[config.mk]
export PLATFORM = sky130hd
export DESIGN_NAME = mem2d_scan_reader
export DESIGN_NICKNAME = d
export VERILOG_FILES = /design/src/rtl/mem2d_pkg.sv /design/src/rtl/mem2d_out_stage.sv /design/src/rtl/mem2d_scan_reader.sv
export SDC_FILE = /design/constraint.sdc
export NUM_CORES = 1
export LEC_CHECK = 0
export CAP_MARGIN = 10
export CORE_UTILIZATION = 55
export DETAILED_ROUTE_END_ITERATION = 8
export PLACE_DENSITY = 0.89
export SETUP_SLACK_MARGIN = 0.05
export SYNTH_ARGS = -nofsm -noshare
export SYNTH_HDL_FRONTEND = slang
export SYNTH_HIERARCHICAL = 1
export SYNTH_SLANG_ARGS = --single-unit
export TNS_END_PERCENT = 10
[constraint.sdc]
create_clock -name clk -period 3.8 [get_ports clk]
set_input_delay 0.76 -clock clk [delete_from_list [all_inputs] [get_ports clk]]
set_output_delay 0.76 -clock clk [all_outputs]
set_load 0.01 [all_outputs]
[src/rtl/mem2d_pkg.sv]
// Shared widths, memory geometry and scan FSM encoding for the 2-D memory reader.
package mem2d_pkg;

  localparam int XW = 6;
  localparam int YW = 5;
  localparam int DW = 8;

  localparam int MEM_COLS  = 1 << XW;
  localparam int MEM_ROWS  = 1 << YW;
  localparam int MEM_BYTES = MEM_COLS * MEM_ROWS;

  typedef enum logic [1:0] {
    IDLE  = 2'd0,
    SCAN  = 2'd1,
    DRAIN = 2'd2
  } state_t;

endpackage

[src/rtl/mem2d_out_stage.sv]
// Registered valid/ready output slot: loads a new byte with its row/frame markers,
// holds it unchanged under backpressure, and empties on handshake or flush.
module mem2d_out_stage #(
  parameter int DW = mem2d_pkg::DW
) (
  input  logic          clk,
  input  logic          rst,
  input  logic          flush,
  input  logic          load,
  input  logic [DW-1:0] load_data,
  input  logic          load_eol,
  input  logic          load_last,
  input  logic          m_ready,
  output logic          m_valid,
  output logic [DW-1:0] m_data,
  output logic          m_eol,
  output logic          m_last
);

  always_ff @(posedge clk or posedge rst) begin
    if (rst) begin
      m_valid <= 1'b0;
      m_data  <= '0;
      m_eol   <= 1'b0;
      m_last  <= 1'b0;
    end else if (flush) begin
      m_valid <= 1'b0;
    end else if (load) begin
      m_valid <= 1'b1;
      m_data  <= load_data;
      m_eol   <= load_eol;
      m_last  <= load_last;
    end else if (m_valid && m_ready) begin
      // payload fields are left as-is; only the valid flag drops
      m_valid <= 1'b0;
    end
  end

endmodule

[src/rtl/mem2d_scan_reader.sv]
// Walks a programmable window of the 2-D memory in row-major order and streams
// the read bytes out over valid/ready with end-of-row and end-of-window markers.
module mem2d_scan_reader #(
  parameter int XW = mem2d_pkg::XW,
  parameter int YW = mem2d_pkg::YW,
  parameter int DW = mem2d_pkg::DW
) (
  input  logic          clk,
  input  logic          rst,
  input  logic          start,
  input  logic          abort,
  input  logic [XW-1:0] x0,
  input  logic [YW-1:0] y0,
  input  logic [XW-1:0] w_m1,
  input  logic [YW-1:0] h_m1,
  output logic [XW-1:0] mem_addr_x,
  output logic [YW-1:0] mem_addr_y,
  output logic          mem_wr,
  input  logic [DW-1:0] mem_data,
  output logic          m_valid,
  input  logic          m_ready,
  output logic [DW-1:0] m_data,
  output logic          m_eol,
  output logic          m_last,
  output logic          busy,
  output logic          done
);

  import mem2d_pkg::*;

  localparam logic [XW-1:0] X_ONE = XW'(1);
  localparam logic [YW-1:0] Y_ONE = YW'(1);

  state_t        state, state_nxt;
  logic [XW-1:0] x0_r, w_r, cx;
  logic [YW-1:0] y0_r, h_r, cy;
  logic          adv, row_end, win_end;
  logic          start_ok, capture, final_hs, flush;

  assign adv      = !m_valid || m_ready;
  assign row_end  = (cx == w_r);
  assign win_end  = row_end && (cy == h_r);
  assign start_ok = (state == IDLE) && start && !abort;
  assign capture  = (state == SCAN) && adv && !abort;
  assign final_hs = (state == DRAIN) && m_valid && m_ready && m_last && !abort;
  assign flush    = abort && (state != IDLE);

  assign busy   = (state != IDLE);
  assign mem_wr = 1'b0;

  always_ff @(posedge clk or posedge rst) begin
    if (rst) begin
      state <= IDLE;
    end else begin
      state <= state_nxt;
    end
  end

  always_comb begin
    state_nxt = state;
    case (state)
      IDLE: begin
        if (start_ok) state_nxt = SCAN;
      end
      SCAN: begin
        if (abort) begin
          state_nxt = IDLE;
        end else if (capture && win_end) begin
          state_nxt = DRAIN;
        end
      end
      DRAIN: begin
        if (abort || final_hs) state_nxt = IDLE;
      end
      default: state_nxt = IDLE;
    endcase
  end

  // The address register always points at the byte the counters select, so the
  // memory's combinational data is ready for capture on the next advance.
  always_ff @(posedge clk or posedge rst) begin
    if (rst) begin
      x0_r       <= '0;
      y0_r       <= '0;
      w_r        <= '0;
      h_r        <= '0;
      cx         <= '0;
      cy         <= '0;
      mem_addr_x <= '0;
      mem_addr_y <= '0;
    end else if (start_ok) begin
      x0_r       <= x0;
      y0_r       <= y0;
      w_r        <= w_m1;
      h_r        <= h_m1;
      cx         <= '0;
      cy         <= '0;
      mem_addr_x <= x0;
      mem_addr_y <= y0;
    end else if (capture) begin
      if (row_end) begin
        cx         <= '0;
        cy         <= cy + Y_ONE;
        mem_addr_x <= x0_r;
        mem_addr_y <= y0_r + cy + Y_ONE;
      end else begin
        cx         <= cx + X_ONE;
        mem_addr_x <= x0_r + cx + X_ONE;
      end
    end
  end

  always_ff @(posedge clk or posedge rst) begin
    if (rst) begin
      done <= 1'b0;
    end else begin
      done <= final_hs;
    end
  end

  mem2d_out_stage #(
    .DW (DW)
  ) u_out (
    .clk       (clk),
    .rst       (rst),
    .flush     (flush),
    .load      (capture),
    .load_data (mem_data),
    .load_eol  (row_end),
    .load_last (win_end),
    .m_ready   (m_ready),
    .m_valid   (m_valid),
    .m_data    (m_data),
    .m_eol     (m_eol),
    .m_last    (m_last)
  );

endmodule

After elaboration in Yosys (flattened, before gate mapping)
Cells that the tools add are included.
Widths: inputs -> output; s select.

word-level totals
  word-level logic and storage cells = 72
  bits in registers = 58
  output and inout bits = 25

operators by class
  mux-type cells = 20
  add/subtract/negate cells = 6
  reduce and logical (&&, ||, !) cells = 24
  bitwise logic cells = 1
  equality and inequality tests = 7

operators with widths
  operator             count
  $mux 6               6
  $mux 5               6
  $add 6x1->6 const B  2
  $logic_and 1x1->1    12
  $add 5x1->5 const B  2
  $mux 2               4
  $add 6x6->6          1
  $eq 6x6->1           1
  $pmux 2 s3           1
  $reduce_bool 2->1    3
  $add 5x5->5          1
  $eq 5x5->1           1
  $reduce_and 2->1     2
  $mux 1               3
  $ne 3x2->1 const B   1
  $reduce_and 3->1     1
  $reduce_bool 3->1    1
  $eq 2x1->1 const B   1
  $eq 2x2->1 const B   1
  $logic_not 1->1      2
  $logic_not 2->1      1
  $logic_or 1x1->1     2
  $ne 2x1->1 const B   1
  $ne 2x2->1 const B   1
  $not 1->1            1

Logic depth before layout (Yosys ltp)
  word-level depth = 8
  depth in mapped cells = 9

Modules after synthesis
The synthesis kept the hierarchy.

by module, submodules not included
  module             sequential area each (um2)  cells an instance  instances  area an instance (um2)
  mem2d_scan_reader  1176.1                      280                1          2611.3
  mem2d_out_stage    275.3                       27                 1          478.0

Least setup slack after synthesis
OpenSTA, ideal clock, no wires.

  path kind = input to register
  start point = input abort
  end point = register u_out.m_data[0]
  arrival time = 2.085 ns
  data required time = 3.675 ns
  path slack = 1.590 ns
  stages on the path = 8
  cells stage by stage = nor2_1 > o211a_1 > buf_2 > nand2_8 > inv_2 > nor2b_4 > buf_12 > mux2_4

between the ends
  word-level cells in the longest chain between the ends = 3
  elaborated cells on any way between the ends = 5

ends and longest elaborated chain
  element                     RTL line                 text
  start, declared             mem2d_scan_reader.sv:11  input logic abort,
  $logic_not 1->1             mem2d_scan_reader.sv:44  assign capture = (state == SCAN) && adv && !abort;
  $logic_and 1x1->1           mem2d_scan_reader.sv:44
  via capture                 mem2d_scan_reader.sv:38  logic start_ok, capture, final_hs, flush;
  $reduce_and 2->1 (no line)  n/a
  end signal, assigned        mem2d_out_stage.sv:30    m_data <= load_data;
  end, declared               mem2d_out_stage.sv:15    output logic [DW-1:0] m_data,

The timed path passes the listed nets, and every way through them passes these cells.
A chain may end at the register's enable or synchronous reset.

Worst setup path after layout
  start point = input abort
  end point = register u_out.m_data[7]

Same word-level chain as after synthesis.

==> reports/metrics.csv <==
metric,value,unit
status,completed,
setup_viol,0,
rsz0062_at_grt,no,
cp_slowest_cell,clkdlybuf4s50_1,
grt_pass1_wl,11900,um
io_buffers,58,
dr.pass1.iters,4,
synthesis.area,3090,sq um
seq_area_frac_synth,47.0,%
cp_slowest_stage_delay,530,ps
htree_levels,3,
reg2reg_depth,6,
p_leak,0.00182,uW
post-cts-setup-buffers,0,
ys_top_cells_by_area,"dfrtp_1 47%, nand2_1 8.6%, xor2_1 5.1%",
rows,26,
cp-start-kind,input port,
ioPinCount,60,
arrival,3090,ps
hold_viol_final,0,
cts_tree,yes,
power,2390,uW
drv_cap,0,
num_antenna_cells,0,
p_per_area,607,nW/um^2
core,5270,sq um
via_per_inst,5.45,
worstHoldStart,mem_addr_y[1],
cp_top_family,simple AND/OR/NAND/NOR gates,
ys_async_sr_fraction,100,%
setup_tns,0,ps
area_growth,27.3,%
syn_nets,355,
grtUsageTotal,25.9,%
period_needed,2870,ps
regToRegEndpoint,u_out/m_data[7],
fin_skew,7.53,ps
cts_sinks,58,
tightestPinTransition,590,ps
rrSetupSlack,1530,ps
r2r_start,state[1],
slew_violations,0,
holdPathEnd,mem_addr_y[1],
routed_wl,7020,um
synth_seq_cells,58,
drt_iter0_markers,141,
crit_path_max_fanout,11,
synth_top_area_cell,dfrtp_1,
fin_crit_sh,75.6,%
clkTransAtPathRegs,60,ps
worst_setup_path_end_kind,register,
peakVddDrop,0.362,mV
grt_overflow,0,
nets,418,
max_freq,0.348,GHz
drive_above_1_share,12.5,%
synth_flop_cell,dfrtp_1,
synth_top_area_share,47.0,%
max-slew-margin-rel,60.6,%
netlist_instances,307,
cts_buffers,9,
clock-root-buffer,clkbuf_8,
die_area,5920,sq um
grt_pass1_vias,2507,
place.gp.congestion,0.916,
cp.required,4010,ps
grt_max_degree,32,
post-dp-hpwl,5040,um
clk_latency,330,ps
fp.dieH,76.9,um
die_x,76.9,um
antenna_found_initial,0,
post_synth_num_cell_types,50,
wl_per_cell,15.8,um
synth_warnings,6,
cp_cell_sequence,"clkdlybuf4s50_1, nor2_1, o211a_1, nand2_8, inv_2, nor2b_4, mux2_4",
synth_edf_count,0,
drc_errors,0,
hold_path.class,reg -> reg,
clockBufferDepth,2,
syn_avg_cell_area,10.1,sq um
crit_buf_inv,2,
ant_nets,0,
cts.repair.resized,0,
whs_path_depth,1,
start_util,58.6,%
crit_type,in -> reg,
postCtsHoldBufs,0,
vias,2425,
-- worst max-delay path by stage --
| stage | startpoint | to | slack (ps) | cells after the start |
|---|---|---|---|---|
| after floorplan | abort | u_out/m_data[0] | 1590 | 8 |
| after global placement | abort | u_out/m_data[4] | 780 | 7 |
| after detailed placement | abort | u_out/m_data[6] | 630 | 7 |
| after CTS | abort | u_out/m_data[6] | 970 | 7 |
| after global routing | abort | u_out/m_data[7] | 810 | 7 |
| final | abort | u_out/m_data[7] | 930 | 7 |
-- registers in the layout, indices dropped and copies added, names as in the netlist --
register       count
done               1
mem_addr_x         6
mem_addr_y         5
y0_r               5
w_r                6
u_out/m_last       1
h_r                5
state              2
cy                 5
u_out/m_valid      1
u_out/m_data       8
x0_r               6
u_out/m_eol        1
cx                 6
-- layer usage --
layer  vias to the layer above  share of wire, %  GRT usage (%)
met1                      1153                44           34.2
met4                         0               1.1           13.1
li1                       1169                 -              -
met2                        93                49           40.4
met5                         -                 0              0
met3                        10               5.6           5.36
-- report_power, final --
part | leakage (uW) | internal [uW] | switching, uW
clock | 0.000106 | 325 | 233
combinational | 0.000990 | 474 | 429
sequential | 0.000723 | 782 | 145
-- kinds of logic after synthesis --
group	share of synthesized area, %
simple gates	19.8
buf+inv	4.46
flops	47.0
compound gates	10.0
fa+ha+maj	5.75
xor+xnor	6.24
other cells	0.121
mux	6.68
-- cell usage in the layout, fill, tap and decap left out, drive strengths merged, types with 3 or more instances in the layout --
cell,Yosys,routed
o21ai,17,17
nand2,73,73
nor2,15,15
nand3,7,7
nand4,6,6
nor3,5,5
buf,9,5
o211ai,3,3
dfrtp,58,58
a21oi,17,17
clkdlybuf4s50,0,58
clkbuf,2,15
xnor2,4,4
mux2,15,15
inv,13,12
nor2b,3,3
ha,11,11
xor2,18,18
nand2b,4,4
-- synthesized netlist by cell type (2+ instances only) --
library cell	number
ha_1	11
xor2_1	18
nand2b_1	4
nor2_1	15
dfrtp_1	58
nand4_1	6
or3_1	2
o31a_1	2
a21oi_1	16
nand2_1	71
buf_2	4
fa_1	2
nand3_1	7
xnor2_1	4
clkbuf_1	2
o21ai_0	17
inv_2	2
nor2b_1	2
nor3_1	5
buf_6	3
inv_1	11
o22ai_1	2
and2_1	2
mux2_2	5
o211ai_1	2
mux2_4	10
-- layout make-up --
type	instances	area, sq um
clock buffer	15	196
sequential	58	1450
timing repair buffer	63	638
multi-input combinational	225	1510
inverter	13	48.8
tap	70	87.6
fill	390	1340
clock inverter	1	5.00
-- worst reg2reg max path, stage by stage (launching register included) --
cell	delay, ps
dfrtp_1	400
nor2_1	270
o211a_1	520
nand2_8	100
inv_2	120
nor2b_4	400
mux2_4	340
-- through the flow --
| step | instances | area (sq um) | setup WS [ps] | hold WS (ps) | utilization (%) |
|---|---|---|---|---|---|
| 5_1_grt | 445 | 3930 | 812 | 526 | 74.6 |
| 2_1_floorplan | 307 | 3090 | 1590 | 452 | - |
| 3_3_place_gp | 428 | 3700 | 776 | 474 | 70.3 |
| 6_report | 445 | 3930 | 928 | 506 | 74.6 |
| 4_1_cts | 444 | 3910 | 968 | 503 | 74.1 |
| 3_5_place_dp | 428 | 3700 | 629 | 486 | 70.3 |
Note: power is estimated with default switching activity, not from simulation.
